File: config.mk
export PLATFORM = sky130hd
export DESIGN_NAME = dfm_bus_arbiter
export DESIGN_NICKNAME = d
export VERILOG_FILES = /design/src/rtl/dfm_bus_arbiter.sv
export SDC_FILE = /design/constraint.sdc
export NUM_CORES = 1
export LEC_CHECK = 0
export CAP_MARGIN = 20
export CORE_AREA = 2 2 117 119
export DETAILED_ROUTE_END_ITERATION = 6
export DIE_AREA = 0 0 119 121
export PLACE_DENSITY = 0.88
export SETUP_SLACK_MARGIN = 0.3
export SLEW_MARGIN = 15
export SYNTH_ARGS = -nofsm -noshare
export SYNTH_HDL_FRONTEND = slang
export SYNTH_SLANG_ARGS = --single-unit
File: constraint.sdc
create_clock -name sys_clk -period 4.1 [get_ports sys_clk]
set_input_delay 0.41 -clock sys_clk [delete_from_list [all_inputs] [get_ports sys_clk]]
set_output_delay 0.41 -clock sys_clk [all_outputs]
set_load 0.01 [all_outputs]
File: src/rtl/dfm_bus_arbiter.sv
// Two-port arbiter for the single-port data memory (DFM): CPU port 0, secondary master port 1.
// Define DFM_ARB_ROUND_ROBIN_EN for round-robin IDLE arbitration instead of port-0 priority with a starvation override.
module dfm_bus_arbiter #(
  parameter int ADDR_WIDTH = 32,
  parameter int DATA_WIDTH = 32,
  parameter int MAX_WAIT   = 8,
  parameter int LOCK_MAX   = 16
) (
  input  logic                  sys_clk,
  input  logic                  sys_rst,
  input  logic                  p0_req,
  input  logic [ADDR_WIDTH-1:0] p0_addr,
  input  logic                  p0_wr_en,
  input  logic [DATA_WIDTH-1:0] p0_wr_data,
  input  logic                  p0_lock,
  output logic                  p0_gnt,
  output logic                  p0_rd_valid,
  output logic [DATA_WIDTH-1:0] p0_rd_data,
  input  logic                  p1_req,
  input  logic [ADDR_WIDTH-1:0] p1_addr,
  input  logic                  p1_wr_en,
  input  logic [DATA_WIDTH-1:0] p1_wr_data,
  input  logic                  p1_lock,
  output logic                  p1_gnt,
  output logic                  p1_rd_valid,
  output logic [DATA_WIDTH-1:0] p1_rd_data,
  output logic [ADDR_WIDTH-1:0] dfm_req_addr,
  output logic                  dfm_wr_en,
  output logic [DATA_WIDTH-1:0] dfm_wr_data,
  input  logic [DATA_WIDTH-1:0] dfm_rd_data,
  output logic [1:0]            dbg_state
);

  // Handshake: a beat completes in the cycle where pX_req and pX_gnt are both high;
  // a requester holds its request fields stable until it sees gnt. Reads return
  // on pX_rd_valid exactly one cycle after the completing beat.

  typedef enum logic [1:0] {IDLE = 2'd0, OWN0 = 2'd1, OWN1 = 2'd2} state_t;

  localparam logic [7:0] LOCK_MAX8 = 8'(LOCK_MAX);

  state_t                state_q, state_d;
  logic [7:0]            lock_cnt_q, lock_cnt_d;
  logic [7:0]            lock_inc;
  logic                  yield_q, yield_d;
  logic                  yield_port_q, yield_port_d;
  logic                  g0, g1, any_gnt;
  logic                  own_port, own_req, own_lock;
  logic                  rd_pend_q, rd_owner_q;
  logic [ADDR_WIDTH-1:0] addr_q;
  logic [DATA_WIDTH-1:0] wdata_q;
  logic                  sel_wr;

`ifdef DFM_ARB_ROUND_ROBIN_EN
  logic last_gnt_q;

  always_ff @(posedge sys_clk) begin
    if (sys_rst)      last_gnt_q <= 1'b1;
    else if (any_gnt) last_gnt_q <= g1;
  end
`else
  localparam logic [7:0] MAX_WAIT8 = 8'(MAX_WAIT);
  logic [7:0] wait_cnt_q;

  always_ff @(posedge sys_clk) begin
    if (sys_rst || !p1_req || g1) wait_cnt_q <= '0;
    else if (wait_cnt_q != MAX_WAIT8) wait_cnt_q <= wait_cnt_q + 8'd1;
  end
`endif

  assign own_port = (state_q == OWN1);
  assign own_req  = own_port ? p1_req  : p0_req;
  assign own_lock = own_port ? p1_lock : p0_lock;
  assign lock_inc = lock_cnt_q + 8'd1;

  // Grant decision; yield_q gives the other port one cycle of priority after a lock cap
  always_comb begin
    g0 = 1'b0;
    g1 = 1'b0;
    if (state_q == OWN0)      g0 = p0_req;
    else if (state_q == OWN1) g1 = p1_req;
    else if (yield_q && yield_port_q && p1_req)  g1 = 1'b1;
    else if (yield_q && !yield_port_q && p0_req) g0 = 1'b1;
`ifdef DFM_ARB_ROUND_ROBIN_EN
    else if (p0_req && p1_req) begin
      g0 = last_gnt_q;
      g1 = !last_gnt_q;
    end
    else begin
      g0 = p0_req;
      g1 = p1_req;
    end
`else
    else if (p1_req && (wait_cnt_q == MAX_WAIT8)) g1 = 1'b1;
    else if (p0_req) g0 = 1'b1;
    else             g1 = p1_req;
`endif
    if (sys_rst) begin
      g0 = 1'b0;
      g1 = 1'b0;
    end
  end

  always_comb begin
    state_d      = state_q;
    lock_cnt_d   = lock_cnt_q;
    yield_d      = 1'b0;
    yield_port_d = yield_port_q;
    if (state_q == IDLE) begin
      lock_cnt_d = '0;
      if (g0 && p0_lock)      state_d = OWN0;
      else if (g1 && p1_lock) state_d = OWN1;
    end else if (!own_req) begin
      state_d    = IDLE;
      lock_cnt_d = '0;
    end else if (lock_inc == LOCK_MAX8) begin
      state_d      = IDLE;
      lock_cnt_d   = '0;
      yield_d      = 1'b1;
      yield_port_d = !own_port;
    end else begin
      lock_cnt_d = lock_inc;
      if (!own_lock) state_d = IDLE;
    end
  end

  assign any_gnt      = g0 | g1;
  assign sel_wr       = g1 ? p1_wr_en : p0_wr_en;
  assign dfm_wr_en    = any_gnt & sel_wr;
  assign dfm_req_addr = g1 ? p1_addr : (g0 ? p0_addr : addr_q);
  assign dfm_wr_data  = g1 ? p1_wr_data : (g0 ? p0_wr_data : wdata_q);

  always_ff @(posedge sys_clk) begin
    if (sys_rst) begin
      state_q      <= IDLE;
      lock_cnt_q   <= '0;
      yield_q      <= 1'b0;
      yield_port_q <= 1'b0;
      rd_pend_q    <= 1'b0;
      rd_owner_q   <= 1'b0;
      addr_q       <= '0;
      wdata_q      <= '0;
    end else begin
      state_q      <= state_d;
      lock_cnt_q   <= lock_cnt_d;
      yield_q      <= yield_d;
      yield_port_q <= yield_port_d;
      rd_pend_q    <= any_gnt & !sel_wr;
      if (any_gnt & !sel_wr) rd_owner_q <= g1;
      if (any_gnt) begin
        addr_q  <= dfm_req_addr;
        wdata_q <= dfm_wr_data;
      end
    end
  end

  assign p0_gnt      = g0;
  assign p1_gnt      = g1;
  assign p0_rd_valid = rd_pend_q & !rd_owner_q & !sys_rst;
  assign p1_rd_valid = rd_pend_q & rd_owner_q & !sys_rst;
  assign p0_rd_data  = p0_rd_valid ? dfm_rd_data : '0;
  assign p1_rd_data  = p1_rd_valid ? dfm_rd_data : '0;
  assign dbg_state   = state_q;

endmodule
==> summary by stage <==
Setup path
The logic depth of the worst register-to-register path is 8. The endpoint type of the worst setup path is a primary output. The biggest cell delay along the critical path is ~0.54 ns. The cell with the largest stage delay on the worst path is sky130_fd_sc_hd__clkdlybuf4s50_1. The critical path goes through clkdlybuf4s50_1, and2_1, a41oi_1, nand4_1, inv_2, buf_4, a22oi_1, nand2_1, clkdlybuf4s50_1. The start-to-end type of the worst setup path is input pin to primary output. The data required time at the worst endpoint is around 3.7 ns.

Of all nets on the critical path, the largest fanout is 22. Data on the critical path arrives at its endpoint at just over 3 ns. The type of origin of the critical path is an input pin. By instance count, the cell type seen most on the critical path is sky130_fd_sc_hd__clkdlybuf4s50_1.

Hold path
The worst hold path passes through 2 cells. The tightest min-delay check is of the input pin to register type.

Yosys
By area the synthesized netlist is led by sky130_fd_sc_hd__dfxtp_1 39%, sky130_fd_sc_hd__a22oi_1 9.3%, sky130_fd_sc_hd__and2_1 9.3%. After synthesis the cells add up to 4448 µm². In this run, synthesis produced a sequential element count of between 80 and 90.

The number of synthesized flops with an enable pin is 0. After synthesis, the netlist uses 42 different library cells. Summing the sequential cell areas from Yosys gives 38.71% of the chip area. The number of warnings printed during yosys synthesis is 0. For this run, the leading register cell type out of synthesis is sky130_fd_sc_hd__dfxtp_1. When the netlist entered floorplanning its net count stood at roughly 730. The synthesized design devotes to its leading area cell type between 30% and 40% of total area. In this run the mean area of a mapped cell was around 8 µm². The async set-reset flop share out of synthesis is 0%. sky130_fd_sc_hd__dfxtp_1 takes more of the synthesized area than any other cell.

The synthesized netlist cell count is roughly 550.

STA
Dividing the final minimum period by the clock period gives 85.76%. In the final timing run, aggregate negative setup slack is 0 ns. The final critical delay including setup and external delays is between 3 and 4 ns. The number of hold violations in the final report was 0.

Setup violations remaining at the end of the flow were counted as 0. The number of max-slew violations in the final report is 0. Hold is met by 0.4448 ns. Setup repair after global routing left no endpoint under its margin.

Timing would allow up to roughly 0.28 GHz. The worst pin sits at a relative slew slack of roughly 40%. Between clock sinks in the finished design, the worst skew comes to approximately 0.0084 ns. For the pin with the worst max-slew slack, the measured transition is 0.8992 ns. The worst path meets setup with a little under 0.6 ns of slack.

Die
The starting density of the core is approximately 34%. The count of standard-cell rows is 42. Measured along the y axis, the die boundary spans approximately 120 µm. The standard cell core area is around 13,000 µm². The full die area is 14,400 µm².

The die is approximately 120 µm wide. approximately 300 I/O pins were placed.

GRT
Entering global routing, the biggest net connects 66 pins. For this run the aggregate overflow at the end of global routing stands at 0. The total global-route track usage is between 20% and 30%. The first global-routing pass estimated 25,710 µm of wire. The number of antenna violations at the first check in global routing is 0.

The number of global-route vias before repair was around 4,800.

Final layout
The post-route netlist has 5.833% of its cells at a drive strength greater than 1. The number of nets in the layout is 1,006. The count of inserted antenna diode cells is 0. Measured on the finished design, the core utilization comes to 60.06%.

The number of filler instances in the final layout is 1,156. The synthesis-to-layout area growth is 76.68%.

Clock tree
In this run, CTS created clock tree buffers numbering 9. TritonCTS built the clock tree. In this run, post-CTS hold repair placed 0 buffers. The clock tree synthesis step divided the H-tree into 3 levels. The clock-pin transition on the worst setup and hold timing paths is 0.06 ns. CTS placed an instance of sky130_fd_sc_hd__clkbuf_16 at the clock tree root. The number of setup buffers added after CTS is 0. Once the clock tree was built, the resizer swapped 0 gates to a different size.

The maximum buffer depth of the clock tree is 2. The later-pin clock latency in the skew report is 0.32 ns. The clock net sink count is 86.

Detailed routing
The total via count after detailed routing is 5,155. The via count normalized by instance count is just over 5. The detailed-routing iteration count for the pre-antenna-repair pass is 4. The remaining design rule violation count is 0. Dividing the detail-routed wire length by the instance count gives 16.69 µm. The first-iteration detailed-routing DRC count is 286. The antenna violation net count after detailed routing is 0. The total detailed-routing wirelength is between 15,000 and 20,000 µm.

Power
The clock power share is 37.1%. The net switching share of the total power is 25.51%. Power spread over the standard cell area amounts to ~300 nW/µm². The switching power is between 0.6 and 0.7 mW. The analysis attributes to cell leakage a power of approximately 3.1 nW. The internal power of the cells is around 1.8 mW. The share of total power dissipated in sequential elements is between 30 and 40%. The fraction of power consumed by combinational cells is about a quarter. The maximum vdd ir drop is ~0.22 mV.

Run
The max capacitance violation total is 0.

Place
Prior to clock tree synthesis, the placed netlist has a worst setup slack of 0.6045 ns. Once detailed placement completed, the half-perimeter wirelength came to between 10,000 and 15,000 µm. At the end of routability-driven placement, the weighted congestion stood at 0.8941.

Input and output buffers added on the ports amount to 302.

Outcome
The run finished with clean final reports.
-- area by class of cell --
class	instances	area (µm²)	area share (%)
multi-input cells	418	2451	31.19
inverters	6	25.02	0.3184
clock buffers	9	225.2	2.866
clock inverters	7	95.09	1.210
well taps	176	220.2	2.802
repair buffers	314	3120	39.71
flip-flops and latches	86	1722	21.91
-- routing by layer --
layer | wire length [µm] | global-route usage (%)
met5 | 0 | 0
met4 | 354 | 7.440
met3 | 1082 | 5.122
met2 | 8822 | 41.70
met1 | 6701 | 26.16
-- cells in the final DEF, fill, tap and decap left out, drive strengths merged, types with 2 or more instances in the layout --
| master | netlist | final |
|---|---|---|
| clkdlybuf4s50 | 0 | 301 |
| dfxtp | 86 | 86 |
| nand2 | 74 | 74 |
| nand3 | 71 | 71 |
| a21oi | 68 | 68 |
| and2 | 66 | 66 |
| a22oi | 65 | 65 |
| nor2 | 19 | 19 |
| buf | 30 | 13 |
| xor2 | 9 | 9 |
| clkbuf | 14 | 9 |
| inv | 6 | 8 |
| nand4 | 6 | 6 |
| and3 | 4 | 4 |
| xnor2 | 4 | 4 |
| nor2b | 3 | 3 |
| or2 | 3 | 3 |
| ha | 3 | 3 |
| nor3b | 3 | 3 |
| nand3b | 2 | 2 |
| o21ai | 2 | 2 |
| clkinv | 0 | 2 |
| bufinv | 0 | 2 |
-- registers in the layout, indices dropped and copies added, names as in the netlist, 2 cells and up --
name / cells
addr_q: 32
wdata_q: 32
lock_cnt_q: 8
wait_cnt_q: 8
dbg_state: 2
-- through the flow --
step / std cells / instance area, µm² / total power, mW
after floorplan: 554 / 4448 / 1.136
after global placement: 1000 / 7538 / 1.494
after detailed placement: 1000 / 7538 / 1.501
after CTS: 1016 / 7859 / 2.383
after global routing: 1016 / 7859 / 2.466
final: 1016 / 7859 / 2.358
-- cells in the mapped netlist (all sizes together), types with 6 or more instances --
cell type / n
xor2: 9
buf: 30
nand4: 6
nand3: 71
nor2: 19
a22oi: 65
dfxtp: 86
clkbuf: 14
a21oi: 68
and2: 66
nand2: 74
inv: 6
-- power groups by stage --
| stage | sequential (mW) | clock [mW] | combinational (mW) |
|---|---|---|---|
| finish | 0.893 | 0.876 | 0.589 |
| global route | 0.897 | 0.936 | 0.632 |
| CTS | 0.894 | 0.897 | 0.592 |
| detailed placement | 0.913 | 0 | 0.589 |
| global placement | 0.910 | 0 | 0.584 |
| floorplan | 0.908 | 0 | 0.228 |
-- critical path, delay by kind of cell --
kind                   cells  cell delay, ns
AOI/OAI and AO/OA          2            0.40
buffers and inverters      4            1.78
and+or+nand+nor            3            0.50
-- worst paths after layout --
| kind | slack (ns) | endpoint | from |
|---|---|---|---|
| worst min register to register | 0.48 | addr_q[28] | addr_q[28] |
| worst max register to register | 1.72 | wdata_q[30] | wait_cnt_q[0] |
| worst max-delay path | 0.58 | dfm_wr_data[5] | p1_req |
| worst min-delay path | 0.44 | dbg_state[1] | sys_rst |
-- logic make-up (layout without fill, tap and decap cells) --
logic type,after synthesis,after routing,share of synthesized area [%]
buffers and inverters,50,336,6.329
adder cells (fa/ha/maj),3,3,0.8440
flip-flops,86,86,38.71
AND/OR/NAND/NOR,257,257,29.68
AO/OA/AOI/OAI,145,145,21.89
XOR/XNOR,13,13,2.560
(Power assumes the default switching activity.)
